### src/rtl/lcv_mul_acc_pkg.sv
// Package: lcv_mul_acc_pkg
// Purpose: shared constants and types for the dot-product sequencer.
//   - default operand, accumulator and length widths
//   - FSM state encoding (IDLE=0, RUN=1, DRAIN=2, DONE=3)
//   - helper for detecting signed overflow from a one-bit-extended sum
package lcv_mul_acc_pkg;

    localparam int LCV_DATA_W = 16;
    localparam int LCV_ACC_W  = 33;
    localparam int LCV_LEN_W  = 8;

    localparam logic [1:0] ST_IDLE_ENC  = 2'd0;
    localparam logic [1:0] ST_RUN_ENC   = 2'd1;
    localparam logic [1:0] ST_DRAIN_ENC = 2'd2;
    localparam logic [1:0] ST_DONE_ENC  = 2'd3;

    typedef enum logic [1:0] {
        S_IDLE  = ST_IDLE_ENC,
        S_RUN   = ST_RUN_ENC,
        S_DRAIN = ST_DRAIN_ENC,
        S_DONE  = ST_DONE_ENC
    } state_t;

    // A sum formed one bit wider than its operands overflowed the narrower
    // format when its top two bits disagree.
    function automatic logic signed_ovf(input logic sum_ext_msb, input logic sum_msb);
        return sum_ext_msb ^ sum_msb;
    endfunction

endpackage

### src/rtl/lcv_mac_stage.sv
// Module: lcv_mac_stage
// Purpose: registered signed multiply (first MAC pipeline stage) plus its
//          valid bit. The product only updates when a pair is accepted.
// Ports:
//   clk        in   rising-edge clock
//   rst        in   asynchronous reset, active-high
//   in_fire    in   operand pair accepted this cycle
//   in_a/in_b  in   signed operands
//   prod       out  registered signed product, 2*DATA_W bits
//   prod_valid out  prod holds a pair accepted on the previous cycle
module lcv_mac_stage
    import lcv_mul_acc_pkg::*;
#(
    parameter int DATA_W = LCV_DATA_W
) (
    input  logic                       clk,
    input  logic                       rst,
    input  logic                       in_fire,
    input  logic signed [DATA_W-1:0]   in_a,
    input  logic signed [DATA_W-1:0]   in_b,
    output logic signed [2*DATA_W-1:0] prod,
    output logic                       prod_valid
);

    // Product register and its valid flag.
    always_ff @(posedge clk or posedge rst) begin
        if (rst) begin
            prod       <= {(2*DATA_W){1'b0}};
            prod_valid <= 1'b0;
        end else begin
            prod_valid <= in_fire;
            if (in_fire) begin
                prod <= in_a * in_b;
            end else begin
                prod <= prod;
            end
        end
    end

endmodule

### src/rtl/lcv_dot_prod_seq.sv
// Module: lcv_dot_prod_seq
// Purpose: sequences a two-stage signed MAC to compute bias + sum(a*b) over a
//          streamed vector. A command (len, bias) is accepted, then len operand
//          pairs, then one ACC_W-bit result with a sticky overflow flag.
// Ports:
//   clk, rst                      clock, asynchronous active-high reset
//   cmd_valid/cmd_ready           command handshake (ready only in IDLE)
//   cmd_len, cmd_bias             vector length and initial accumulator
//   in_valid/in_ready, in_a, in_b operand pair stream
//   res_valid/res_ready           result handshake
//   res_data, res_ovf             final accumulator and sticky overflow
//   busy                          sequencer not idle
// All outputs are registers or direct decodes of registered state.
module lcv_dot_prod_seq
    import lcv_mul_acc_pkg::*;
#(
    parameter int DATA_W = LCV_DATA_W,
    parameter int ACC_W  = LCV_ACC_W,
    parameter int LEN_W  = LCV_LEN_W
) (
    input  logic              clk,
    input  logic              rst,
    input  logic              cmd_valid,
    output logic              cmd_ready,
    input  logic [LEN_W-1:0]  cmd_len,
    input  logic [ACC_W-1:0]  cmd_bias,
    input  logic              in_valid,
    output logic              in_ready,
    input  logic [DATA_W-1:0] in_a,
    input  logic [DATA_W-1:0] in_b,
    output logic              res_valid,
    input  logic              res_ready,
    output logic [ACC_W-1:0]  res_data,
    output logic              res_ovf,
    output logic              busy
);

    state_t                      state;
    logic [LEN_W-1:0]            rem;
    logic [ACC_W-1:0]            acc;
    logic                        ovf;
    logic signed [2*DATA_W-1:0]  prod;
    logic                        prod_valid;
    logic                        in_fire;
    logic signed [ACC_W:0]       sum;

    // Output decodes from registered state.
    assign cmd_ready = (state == S_IDLE);
    assign in_ready  = (state == S_RUN) && (rem != {LEN_W{1'b0}});
    assign res_valid = (state == S_DONE);
    assign busy      = (state != S_IDLE);
    assign res_data  = acc;
    assign res_ovf   = ovf;

    assign in_fire = in_valid & in_ready;

    // Sum is formed one bit wider than the accumulator so wrap can be detected.
    assign sum = $signed({acc[ACC_W-1], acc}) + (ACC_W+1)'(prod);

    lcv_mac_stage #(
        .DATA_W (DATA_W)
    ) u_mac (
        .clk        (clk),
        .rst        (rst),
        .in_fire    (in_fire),
        .in_a       ($signed(in_a)),
        .in_b       ($signed(in_b)),
        .prod       (prod),
        .prod_valid (prod_valid)
    );

    // Sequencer FSM with remaining-pair counter, accumulator and sticky overflow.
    always_ff @(posedge clk or posedge rst) begin
        if (rst) begin
            state <= S_IDLE;
            rem   <= {LEN_W{1'b0}};
            acc   <= {ACC_W{1'b0}};
            ovf   <= 1'b0;
        end else begin
            // Second MAC stage: only valid pipe entries touch the accumulator.
            if (prod_valid) begin
                acc <= sum[ACC_W-1:0];
                if (signed_ovf(sum[ACC_W], sum[ACC_W-1])) begin
                    ovf <= 1'b1;
                end else begin
                    ovf <= ovf;
                end
            end else begin
                acc <= acc;
            end

            case (state)
                S_IDLE: begin
                    if (cmd_valid) begin
                        acc <= cmd_bias;
                        rem <= cmd_len;
                        ovf <= 1'b0;
                        if (cmd_len == {LEN_W{1'b0}}) begin
                            state <= S_DONE;
                        end else begin
                            state <= S_RUN;
                        end
                    end else begin
                        state <= S_IDLE;
                    end
                end
                S_RUN: begin
                    if (in_fire) begin
                        rem <= rem - LEN_W'(1);
                        if (rem == LEN_W'(1)) begin
                            state <= S_DRAIN;
                        end else begin
                            state <= S_RUN;
                        end
                    end else begin
                        state <= S_RUN;
                    end
                end
                S_DRAIN: begin
                    // The last product lands in acc on the cycle its valid clears.
                    if (!prod_valid) begin
                        state <= S_DONE;
                    end else begin
                        state <= S_DRAIN;
                    end
                end
                S_DONE: begin
                    if (res_ready) begin
                        state <= S_IDLE;
                    end else begin
                        state <= S_DONE;
                    end
                end
                default: begin
                    state <= S_IDLE;
                end
            endcase
        end
    end

endmodule

### config.mk
export PLATFORM = sky130hd
export DESIGN_NAME = lcv_dot_prod_seq
export DESIGN_NICKNAME = d
export VERILOG_FILES = /design/src/rtl/lcv_mul_acc_pkg.sv /design/src/rtl/lcv_mac_stage.sv /design/src/rtl/lcv_dot_prod_seq.sv
export SDC_FILE = /design/constraint.sdc
export NUM_CORES = 1
export LEC_CHECK = 0
export ABC_AREA = 1
export BUFFER_PORTS_ARGS = -buffer_cell sky130_fd_sc_hd__buf_4
export CORE_ASPECT_RATIO = 0.75
export CORE_MARGIN = 5
export CORE_UTILIZATION = 45
export CTS_BUF_LIST = sky130_fd_sc_hd__clkbuf_8
export DETAILED_ROUTE_END_ITERATION = 12
export HOLD_SLACK_MARGIN = 0.12
export PLACE_DENSITY = 0.59
export SLEW_MARGIN = 20
export SYNTH_ARGS = -nofsm -noshare
export SYNTH_HDL_FRONTEND = slang
export SYNTH_SLANG_ARGS = --single-unit
export TNS_END_PERCENT = 5
### constraint.sdc
create_clock -name clk -period 4.3 [get_ports clk]
set_clock_uncertainty 0.2 [all_clocks]
set_input_delay 0.43 -clock clk [delete_from_list [all_inputs] [get_ports clk]]
set_output_delay 0.43 -clock clk [all_outputs]
set_load 0.02 [all_outputs]
Yosys cells after proc, flatten, opt, wreduce, memory -nomap -nowiden

Index checks and enable logic that the tools add are counted.

Register bits: 77
Input bits: 78
Word-level logic and storage cells: 41

Add/sub/neg operators: 2
Multipliers: 1
Equal/unequal tests: 6
Mux-type cells: 17
Bitwise operators: 2
Reductions and logical operators: 7

Operators with widths:

| kind                                                  | count |
|---|---|
| two-way mux 33 bit                                    | 3 |
| adder 33 x 32 -> 34 bit                               | 1 |
| multiplier 16 x 16 -> 32 bit                          | 1 |
| two-way mux 8 bit                                     | 2 |
| one-hot mux 8 bit (2 select lines)                    | 1 |
| two-way mux 2 bit                                     | 5 |
| equality test 8 x 1 -> 1 bit, second input constant   | 1 |
| zero test 8 bit                                       | 1 |
| one-hot mux 2 bit (4 select lines)                    | 1 |
| nonzero test 8 bit                                    | 1 |
| subtractor 8 x 1 -> 8 bit, second input constant      | 1 |
| two-way mux 1 bit                                     | 5 |
| equality test 2 bit, second input constant            | 2 |
| nonzero test 2 bit                                    | 2 |
| AND reduction 3 bit                                   | 1 |
| equality test 2 x 1 -> 1 bit, second input constant   | 1 |
| zero test 2 bit                                       | 1 |
| inequality test 2 x 1 -> 1 bit, second input constant | 1 |
| inequality test 2 bit, second input constant          | 1 |
| AND 1 bit                                             | 1 |
| logical AND 1 bit                                     | 1 |
| bitwise XOR 1 bit                                     | 1 |

Logic depth before layout (Yosys ltp)

Gate-level depths: netlist (run 1).

Depth in word-level cells: 6
Mapped depth: 26

Hierarchy

A second synthesis (run 1) with hierarchy kept.

Cells, all modules: 2316
Area, all modules: 16522.1 um^2

By module, submodules not included:

| module           | instances | cells an instance | area an instance (um^2) |
|---|---|---|---|
| lcv_mac_stage    | 1         | 1592              | 12036.5 |
| lcv_dot_prod_seq | 1         | 724               | 4485.6 |

Worst setup path before layout (run 1)

OpenSTA, ideal clock, no wires.

Kind: input-to-reg
Start: input port in_b[5]
End: register u_mac.prod[26]
Library setup time: 0.117 ns
Arrival: 5.547 ns
Required time: 3.983 ns
Slack: -1.564 ns
Stages: 20
Buffers on the path: 2
Cell sequence: clkbuf_1 -> clkbuf_1 -> nand2_1 -> fa_1 -> inv_1 -> fa_1 -> inv_1 -> fa_1 -> inv_1 -> fa_1 -> fa_1 -> fa_1 -> ha_1 -> a21oi_1 -> o21ai_0 -> a21oi_1 -> nand3_1 -> or2_2 -> nand3_1 -> nand2_1

Longest elaborated chain between the ends: 1

RTL lines:

| what                         | line                   | text |
|---|---|---|
| from (decl)                  | lcv_dot_prod_seq.sv:30 | `input logic [DATA_W-1:0] in_b,` |
| multiplier 16 x 16 -> 32 bit | lcv_mac_stage.sv:33    | `prod <= in_a * in_b;` |
| to (signal assigned)         | lcv_mac_stage.sv:28    | `prod <= {(2*DATA_W){1'b0}};` |
| to (signal assigned)         | lcv_mac_stage.sv:33    |  |
| to (signal assigned)         | lcv_mac_stage.sv:35    | `prod <= prod;` |
| to (decl)                    | lcv_mac_stage.sv:21    | `output logic signed [2*DATA_W-1:0] prod,` |

No other way between the ends.
A chain may end at the register's enable or synchronous reset.

Worst setup path in the final report (run 1)

Start: input port in_b[2]
End: register u_mac.prod[29]

Same word-level chain as after synthesis.

==> impl_metrics.yaml, run 1 <==
logic_synthesis:
  syn_inst: 2219
  synth-compound-area-share_pct: 7.33
  synthFlopType: "sky130_fd_sc_hd__dfrtp_1"
  post_synth_fa_ha_maj_area_fraction_pct: 41.7
  syn_nets: 2677
  synth_enable_flop_cells: 0
  synth_warnings: 0
  synth.mux.area_fraction_pct: 0
  synth_seq_area_share_pct: 12.0
  yosysUniqueCellTypes: 46
  post_synth_and_or_nand_nor_area_fraction_pct: 22.8
  synthArstFlopShare_pct: 100
  syn_area_mm2: 0.0161
  post_synth_xor_xnor_area_pct: 1.90
  combinational_family_with_the_most_area_after_synthesis: "adder cells"
  syn-mean-instance-area_um2: 7.27
  postSynthRegisterBits: 77
floorplanning:
  std_cell_rows: 60
  die_width_um: 229
  initial_core_util_pct: 45.2
  design.die.area_mm2: 0.0398
  fp.coreArea_mm2: 0.0357
  pin_count: 116
  die_h_um: 174
critical_path:
  timing.critical_path.required_ns: 4.38
  cp_max_fo: 8
  ff2ff_setup_slack_ns: 1.40
  critical_path.startpoint_type: "input pin"
  criticalPathCategory: "input pin to flop"
  cp.arrival_ns: 5.53
  worst_setup_path_end_kind: "flop"
place:
  placedInstanceArea_mm2: 0.0189
  weighted_congestion_at_the_end_of_routability_driven_global_placement: 0.974
  placed_cells: 2905
  dp_hpwl_mm: 39.8
  portBuffers: 115
run:
  max-cap-violations: 0
routing:
  drt_first_pass_iters: 7
  drt_wl_total_mm: 46.6
  detailedRoute.firstIterationViolations: 1125
  mean_number_of_vias_per_cell: 4.95
  route.detailed.drc: 0
  wl_per_cell_um: 15.7
  ant_nets: 0
  route.vias.total: 14720
layout:
  final-seq-area_mm2: 0.00193
  area.growth.synth_to_final_pct: 25.3
  final_cells: 2972
  combined_area_of_the_multi_input_logic_cells_mm2: 0.0126
  num_antenna_cells: 0
  finalCoreUtilization_pct: 56.6
  finish.instance_area_mm2: 0.0202
  layout.cells.most_common_list: "585 x sky130_fd_sc_hd__nand2_1, 511 x sky130_fd_sc_hd__inv_1, 286 x sky130_fd_sc_hd__buf_4"
  commonest_non_fill_non_tap_cell_in_the_layout: "sky130_fd_sc_hd__nand2_1"
  n_fill_cell: 3413
  fraction_of_layout_instances_using_a_drive_strength_above_1_pct: 19.3
  finish.net_count: 2960
global_route:
  grt_first_pass_wirelength_mm: 79.2
  grtUsageMet2_pct: 39.2
  grtUsageMet3_pct: 3.25
  grt_start_max_net_pins: 49
  via_count_of_the_first_global_routing_pass: 15448
  grt.met1_usage_pct: 36.8
  grt-ovfl-total: 0
  grt_use_total_pct: 24.5
  antenna_found_initial: 0
  grt-busiest-layer: "met2"
min_path:
  worst_hold_path_type: "input pin to flop"
clock_network:
  clock_tree.buffer_depth: 2
  clk_latency_ns: 0.40
  cts.sink_count: 77
  cts_made_buffers: 9
  tritoncts: "built"
  clock-root-buffer: "sky130_fd_sc_hd__clkbuf_8"
  htree_levels: 3
  cts.clk_slew.worst_paths_ns: 0.08
sta:
  final_worst_path_cycle_share_pct: 127
  hold_ws_ns: 0.184
  setup_slack_after_layout_ns: -1.14
  hold_viol: 0
  timing.slew.headroom_pct: 37.1
  rsz_0062_raised_after_global_routing: "true"
  worst-slew-pin-transition_ns: 0.942
  finalWorstPathRequiredPeriod_ns: 5.44
  report.final.slew_viol_count: 0
  upper_clock_frequency_limit_mhz: 184
  setup_viol_count_final: 24
run_status:
  failed_checks: "setup timing"
  status: "finished, violations left"
==> path summary, 6_finish.rpt <==
| path | startpoint | end | depth (start not counted) |
|---|---|---|---|
| worst min register to register | u_mac.prod[27] | u_mac.prod[27] | 2 |
| min in group asynchronous | rst | rem[6] | 3 |
| max in group asynchronous | rst | res_data[12] | 4 |
| worst min-delay path | cmd_len[0] | rem[0] | 5 |
| worst max-delay path | in_b[2] | u_mac.prod[29] | 20 |
| worst max register to register | u_mac.prod[0] | res_data[28] | 15 |
==> worst max-delay path, cell delays in order <==
cell and delay, ns:
sky130_fd_sc_hd__buf_12 0.12, sky130_fd_sc_hd__nand2_4 0.07, sky130_fd_sc_hd__inv_2 0.04, sky130_fd_sc_hd__fa_2 0.70, sky130_fd_sc_hd__fa_2 0.56, sky130_fd_sc_hd__buf_6 0.16, sky130_fd_sc_hd__buf_4 0.12, sky130_fd_sc_hd__fa_1 0.47
sky130_fd_sc_hd__fa_1 0.57, sky130_fd_sc_hd__fa_1 0.43, sky130_fd_sc_hd__fa_1 0.50, sky130_fd_sc_hd__ha_4 0.29, sky130_fd_sc_hd__buf_4 0.12, sky130_fd_sc_hd__nand2_2 0.11, sky130_fd_sc_hd__nor2_4 0.20, sky130_fd_sc_hd__nand4_1 0.25
sky130_fd_sc_hd__nand3_1 0.16, sky130_fd_sc_hd__nand2_1 0.06, sky130_fd_sc_hd__nand3_1 0.08, sky130_fd_sc_hd__nand2_1 0.07
==> state kept, by name, summed over array words and instances (netlist names) <==
signal and count:
res_ovf 1, u_mac.prod 32, state 2, rem 8, u_mac.prod_valid 1, res_data 33
==> metal layers <==
layer | up-vias | routed length [um]
li1 | 7164 | -
met1 | 7182 | 22700
met2 | 343 | 21000
met3 | 31 | 2510
met4 | 0 | 414
met5 | - | 0
==> cells by family (layout without fill, tap and decap cells) <==
group	after synthesis	count (layout)
AO/OA/AOI/OAI	214	214
XOR/XNOR	35	35
buffers and inverters	610	898
adder cells (fa/ha/maj)	380	380
AND/OR/NAND/NOR	903	903
flip-flops	77	77
==> cell type report <==
cell class	count	area share (%)
inverter	530	9.90
tap	465	2.88
clock buffer	9	0.613
clock inverter	7	0.378
sequential	77	9.54
timing repair buffer	352	14.5
multi-input combinational	1532	62.2
==> Yosys cell counts (5+ instances only) <==
cell type | n | area share [%]
sky130_fd_sc_hd__fa_1 | 263 | 33
sky130_fd_sc_hd__xnor2_1 | 18 | 0.98
sky130_fd_sc_hd__buf_2 | 9 | 0.28
sky130_fd_sc_hd__clkbuf_1 | 66 | 1.5
sky130_fd_sc_hd__nand4_1 | 19 | 0.74
sky130_fd_sc_hd__o21ai_1 | 13 | 0.40
sky130_fd_sc_hd__nand2_1 | 609 | 14
sky130_fd_sc_hd__dfrtp_1 | 77 | 12
sky130_fd_sc_hd__o21ai_0 | 73 | 2.3
sky130_fd_sc_hd__xor2_1 | 17 | 0.92
sky130_fd_sc_hd__a21oi_1 | 88 | 2.7
sky130_fd_sc_hd__nor2_1 | 151 | 3.5
sky130_fd_sc_hd__ha_1 | 117 | 9.1
sky130_fd_sc_hd__nor3_1 | 13 | 0.40
sky130_fd_sc_hd__o21bai_1 | 8 | 0.37
sky130_fd_sc_hd__nand3_1 | 77 | 2.4
sky130_fd_sc_hd__inv_1 | 528 | 12
sky130_fd_sc_hd__nand3b_1 | 5 | 0.23
sky130_fd_sc_hd__or2_2 | 8 | 0.31
==> repair_timing <==
item / CTS / global route
endpoints found under the setup margin: 24 / 25
resized for setup: 65 / 71
setup buffers: 4 / 7
pin swaps: 25 / 38
hold buffers: 39 / 0
hold endpoints to repair: 77 / 0
cloned: 0 / 1
==> stage by stage <==
step,setup WS [ns],setup TNS [ns]
finish,-1.14,-20.81
global route,-1.26,-25.82
CTS,-1.01,-20.17
detailed placement,-1.66,-34.02
global placement,-1.69,-33.30
floorplan,-1.06,-22.21
Power of run 1 is left out: the tool's default activity adds up to more than one toggle a clock period on the data nets, which glitch-free logic cannot reach.
==> run 2, diff against run 1 <==
Settings changed: CORE_ASPECT_RATIO 0.75 to 0.8.
==> run 2 against run 1 <==
The flow still finishes with violations (setup timing). Non-clock buffer count is 8 lower. First-iteration DRC count decreased by 21%. Cell count rose by 0.24%.
==> impl_metrics.yaml, run 2 (synthesized netlist as in run 1, its figures left out) <==
run_status:
  status: "finished, violations left"
  failed_checks: "setup timing"
critical_path:
  critical_path.startpoint_type: "input pin"
  wp_depth: 21
  critical_path.endpoint: "u_mac.prod[26]"
  timing.critical_path.required_ns: 4.39
  ordered_list_of_cells_on_the_worst_path: "buf_12 > nand2_4 > inv_2 > fa_2 > fa_2 > buf_4 > fa_2 > fa_1 > fa_1 > inv_1 > fa_1 > inv_1 > ha_4 > nand2_2 > buf_4 > nor2_4 > a21oi_2 > nand3_1 > or2_2 > nand3_1 > nand2_1"
  crit-reg2reg-launch: "res_data[0]"
  criticalPathCategory: "input pin to flop"
  cp.arrival_ns: 5.43
  worst_path_largest_cell_delay_ns: 0.69
  critical_path.top_delay_family: "adder cells"
  cp_max_fo: 8
  cp.buffers_inverters: 6
  ff2ff_setup_slack_ns: 1.45
  worst_setup_path_end_kind: "flop"
  cpMaxStageDelayCell: "sky130_fd_sc_hd__fa_2"
  ff_to_ff_end: "res_data[28]"
  timing.critical_path.from: "in_a[15]"
  cells_on_worst_reg2reg_path: 15
run:
  max-cap-violations: 0
layout:
  area.growth.synth_to_final_pct: 25.1
  commonest_non_fill_non_tap_cell_in_the_layout: "sky130_fd_sc_hd__nand2_1"
  max_ffs_per_register: 33
  finish.net_count: 2952
  combined_area_of_the_multi_input_logic_cells_mm2: 0.0126
  num_antenna_cells: 0
  fraction_of_layout_instances_using_a_drive_strength_above_1_pct: 19.4
  finalCoreUtilization_pct: 56.7
  layout.cells.most_common_list: "586 x sky130_fd_sc_hd__nand2_1, 516 x sky130_fd_sc_hd__inv_1, 283 x sky130_fd_sc_hd__buf_4"
  final-seq-area_mm2: 0.00193
  finish.instance_area_mm2: 0.0202
  n_fill_cell: 3407
floorplanning:
  die_width_um: 222
  die_h_um: 179
  fp.coreArea_mm2: 0.0356
  std_cell_rows: 62
  initial_core_util_pct: 45.3
  pin_count: 116
  design.die.area_mm2: 0.0397
global_route:
  grt_start_max_net_pins: 48
  grt-ovfl-total: 0
  antenna_found_initial: 0
  via_count_of_the_first_global_routing_pass: 15360
  grt_use_total_pct: 24.6
  grt_first_pass_wirelength_mm: 78.7
clock_network:
  tritoncts: "built"
  cts.sink_count: 77
  clock-root-buffer: "sky130_fd_sc_hd__clkbuf_8"
  cts.clk_slew.worst_paths_ns: 0.09
  htree_levels: 3
  clock_tree.buffer_depth: 2
  cts_made_buffers: 9
  clk_latency_ns: 0.40
sta:
  final_worst_path_cycle_share_pct: 124
  timing.slew.headroom_pct: 38.8
  upper_clock_frequency_limit_mhz: 187
  setup_viol_count_final: 24
  finalWorstPathRequiredPeriod_ns: 5.34
  report.final.slew_viol_count: 0
  hold_viol: 0
  worst-slew-pin-transition_ns: 0.917
  setup_slack_after_layout_ns: -1.04
  hold_ws_ns: 0.177
  rsz_0062_raised_after_global_routing: "true"
place:
  portBuffers: 115
  dp_hpwl_mm: 39.9
  placedInstanceArea_mm2: 0.0189
  weighted_congestion_at_the_end_of_routability_driven_global_placement: 0.955
  detailedPlace.worstSlack_ns: -1.70
routing:
  drt_first_pass_iters: 5
  route.detailed.drc: 0
  ant_nets: 0
  detailedRoute.firstIterationViolations: 890
  mean_number_of_vias_per_cell: 4.96
  wl_per_cell_um: 15.8
  drt_wl_total_mm: 47.0
  route.vias.total: 14787
min_path:
  worst_hold_path_type: "input pin to flop"
==> run 2: cell count changes in the layout (fill, tap and decap cells not counted), sizes merged <==
cell,before,now
clkinv,5,3
buf,312,305
clkinvlp,3,2
clkbuf,10,9
bufinv,1,4
==> run 2: layout make-up <==
type	count	area share (%)
inverter	530	9.89
tap	480	2.98
multi-input combinational	1532	62.5
timing repair buffer	344	13.8
sequential	77	9.55
clock inverter	7	0.682
clock buffer	9	0.614
==> run 2: what timing repair did <==
item | CTS | global route
resized for setup | 85 | 56
hold endpoints to repair | 74 | 0
pin swaps | 30 | 30
hold buffers | 39 | 0
setup buffers | 8 | 2
setup endpoints to repair | 24 | 25
==> run 2: worst reg2reg max path, stage by stage (launching register included) <==
cell                      delay, ns
sky130_fd_sc_hd__dfrtp_1       0.38
sky130_fd_sc_hd__ha_1          0.33
sky130_fd_sc_hd__inv_1         0.10
sky130_fd_sc_hd__fa_1          0.37
sky130_fd_sc_hd__inv_1         0.12
sky130_fd_sc_hd__nand2_1       0.06
sky130_fd_sc_hd__nand2_1       0.08
sky130_fd_sc_hd__nand3_1       0.07
sky130_fd_sc_hd__nand2_1       0.22
sky130_fd_sc_hd__nand2_1       0.11
sky130_fd_sc_hd__nand3_1       0.10
sky130_fd_sc_hd__nand3_1       0.24
sky130_fd_sc_hd__nand3_1       0.16
sky130_fd_sc_hd__nand3_1       0.09
sky130_fd_sc_hd__nand2_1       0.08
sky130_fd_sc_hd__nand2_1       0.04
==> run 2: worst min-delay path by stage <==
stage | from | end | slack, ns | cells after the start
global route | cmd_len[6] | rem[6] | 0.19 | 3
detailed placement | u_mac.prod[15] | u_mac.prod[15] | 0.27 | 2
CTS | cmd_len[0] | rem[0] | 0.15 | 5
global placement | u_mac.prod[19] | u_mac.prod[19] | 0.28 | 2
finish | cmd_len[0] | rem[0] | 0.18 | 5
floorplan | u_mac.prod[2] | u_mac.prod[2] | 0.25 | 2
==> run 2: layer usage <==
layer	GRT usage, %	vias to the layer above	share of wire (%)
li1	-	7154	-
met1	36.9	7220	48
met2	39.7	376	45
met3	3.09	37	6.0
met4	3.08	0	0.99
met5	0	-	0
==> run 2: metrics by stage <==
| step | std cells | setup TNS, ns |
|---|---|---|
| floorplan | 2219 | -22.21 |
| global placement | 2914 | -33.13 |
| detailed placement | 2914 | -33.51 |
| finish | 2979 | -20.75 |
| global route | 2979 | -25.84 |
| CTS | 2977 | -20.68 |
Power of run 2 is left out for the same reason.
==> run 3, diff against run 2 <==
Settings changed: BUFFER_PORTS_ARGS -buffer_cell sky130_fd_sc_hd__buf_4 to -buffer_cell sky130_fd_sc_hd__buf_2.
==> run 3 against run 2 <==
The flow still finishes with violations (setup timing). Non-clock buffer count rose by 5. First-iteration DRC count up 7.1%. Via count fell by 0.17%. Sequential share of layout area increased by 0.13 points. Critical path type unchanged. Largest cell class unchanged.
==> impl_metrics.yaml, run 3 (synthesized netlist as in run 1, its figures left out) <==
min_path:
  min_path_cells: 3
  worst_hold_path_type: "input pin to flop"
critical_path:
  criticalPathCategory: "input pin to flop"
  cp.arrival_ns: 5.48
  cp_max_fo: 4
  critical_path.startpoint_type: "input pin"
  worst_setup_path_end_kind: "flop"
  cells_on_worst_reg2reg_path: 15
  timing.critical_path.required_ns: 4.40
run_status:
  status: "finished, violations left"
  failed_checks: "setup timing"
layout:
  layout.cells.most_common_list: "582 x sky130_fd_sc_hd__nand2_1, 510 x sky130_fd_sc_hd__inv_1, 254 x sky130_fd_sc_hd__fa_1"
  area.growth.synth_to_final_pct: 23.5
  commonest_non_fill_non_tap_cell_in_the_layout: "sky130_fd_sc_hd__nand2_1"
  fraction_of_layout_instances_using_a_drive_strength_above_1_pct: 19.6
  max_ffs_per_register: 33
  finish.net_count: 2957
  num_antenna_cells: 0
  finalCoreUtilization_pct: 55.9
floorplanning:
  design.die.area_mm2: 0.0397
  fp.coreArea_mm2: 0.0356
  die_h_um: 179
  pin_count: 116
  std_cell_rows: 62
  initial_core_util_pct: 45.3
  die_width_um: 222
clock_network:
  clock_tree.buffer_depth: 2
  clock-root-buffer: "sky130_fd_sc_hd__clkbuf_8"
  tritoncts: "built"
  cts_made_buffers: 9
  cts.sink_count: 77
  cts.clk_slew.worst_paths_ns: 0.09
  clk_latency_ns: 0.40
  htree_levels: 3
global_route:
  grt_first_pass_wirelength_mm: 77.2
  grt_use_total_pct: 24.0
  grt-ovfl-total: 0
  antenna_found_initial: 0
  grt_start_max_net_pins: 49
  via_count_of_the_first_global_routing_pass: 15197
place:
  weighted_congestion_at_the_end_of_routability_driven_global_placement: 0.958
  dp_hpwl_mm: 39.2
  portBuffers: 115
sta:
  worst-slew-pin-transition_ns: 0.971
  hold_ws_ns: 0.169
  setup_slack_after_layout_ns: -1.08
  final_worst_path_cycle_share_pct: 125
  upper_clock_frequency_limit_mhz: 186
  report.final.slew_viol_count: 0
  hold_viol: 0
  fin_setup_tns_ns: -19.64
  timing.slew.headroom_pct: 35.2
  setup_viol_count_final: 25
  rsz_0062_raised_after_global_routing: "true"
  finalWorstPathRequiredPeriod_ns: 5.38
run:
  max-cap-violations: 0
routing:
  ant_nets: 0
  detailedRoute.firstIterationViolations: 953
  mean_number_of_vias_per_cell: 4.95
  route.detailed.drc: 0
  drt_first_pass_iters: 5
  drt_wl_total_mm: 46.0
  route.vias.total: 14762
  wl_per_cell_um: 15.4
run 3: changes by cell type in the layout (fill, tap and decap cells not counted), moves of 4 or more:
cell,previous run,this run
sky130_fd_sc_hd__buf_2,0,90
sky130_fd_sc_hd__buf_4,283,191
sky130_fd_sc_hd__buf_8,0,5
sky130_fd_sc_hd__inv_1,516,510
sky130_fd_sc_hd__inv_2,12,18
sky130_fd_sc_hd__nand2_1,586,582
sky130_fd_sc_hd__nand2_2,23,27
sky130_fd_sc_hd__nor2_2,15,20
sky130_fd_sc_hd__nor2_4,9,3
run 3: metrics by stage:
stage	instance area, um2	worst slack (ns)	std cells
global placement	18600	-1.74	2921
finish	19900	-1.08	2984
CTS	19600	-1.04	2981
detailed placement	18600	-1.75	2921
floorplan	16600	-1.06	2219
global route	19900	-1.21	2984
run 3: worst max-delay path: stages:
cell                         delay [ns]
sky130_fd_sc_hd__buf_2             0.10
sky130_fd_sc_hd__clkinvlp_4        0.10
sky130_fd_sc_hd__buf_6             0.13
sky130_fd_sc_hd__or2_2             0.27
sky130_fd_sc_hd__fa_1              0.48
sky130_fd_sc_hd__inv_1             0.06
sky130_fd_sc_hd__fa_1              0.50
sky130_fd_sc_hd__inv_1             0.05
sky130_fd_sc_hd__fa_1              0.47
sky130_fd_sc_hd__inv_1             0.05
sky130_fd_sc_hd__fa_1              0.52
sky130_fd_sc_hd__fa_1              0.43
sky130_fd_sc_hd__fa_1              0.48
sky130_fd_sc_hd__ha_4              0.29
sky130_fd_sc_hd__buf_4             0.11
sky130_fd_sc_hd__nand2_2           0.09
sky130_fd_sc_hd__nor3_4            0.22
sky130_fd_sc_hd__nand2_2           0.10
sky130_fd_sc_hd__nand3b_1          0.27
sky130_fd_sc_hd__nand2_1           0.11
sky130_fd_sc_hd__nand2_1           0.05
sky130_fd_sc_hd__nand3_1           0.07
sky130_fd_sc_hd__nand2_1           0.07
run 3: what timing repair did:
action / in CTS / in global routing
gates resized for setup: 89 / 84
hold buffers: 39 / 0
setup endpoints to repair: 25 / 25
buffers inserted: 5 / 3
gates cloned: 0 / 0
pin swaps: 27 / 48
endpoints found under the hold margin: 72 / 0
run 3: layout make-up:
cell class	count	area, um2
Clock buffer	9	124
Clock inverter	7	75.1
Fill cell	3435	15700
Inverter	530	1990
Multi-Input combinational cell	1532	12500
Sequential cell	77	1930
Tap cell	480	601
Timing Repair Buffer	349	2650
run 3: worst paths after layout:
path / startpoint / end / slack, ns
max reg2reg: res_data[0] / res_data[28] / 1.44
min reg2reg: u_mac.prod[24] / u_mac.prod[24] / 0.29
max: in_b[15] / u_mac.prod[31] / -1.08
min: cmd_len[6] / rem[6] / 0.17
max in group asynchronous: rst / u_mac.prod[10] / 2.44
min in group asynchronous: rst / res_data[32] / 0.44
run 3: per-layer routing:
metal / vias to the layer above / track usage [%] / part of all wire [%]
met5: - / 0 / 0
met4: 0 / 2.80 / 0.96
met3: 36 / 4.49 / 6.2
met2: 350 / 38.7 / 45
met1: 7214 / 35.2 / 48
li1: 7162 / - / -
Power of run 3 is left out for the same reason.
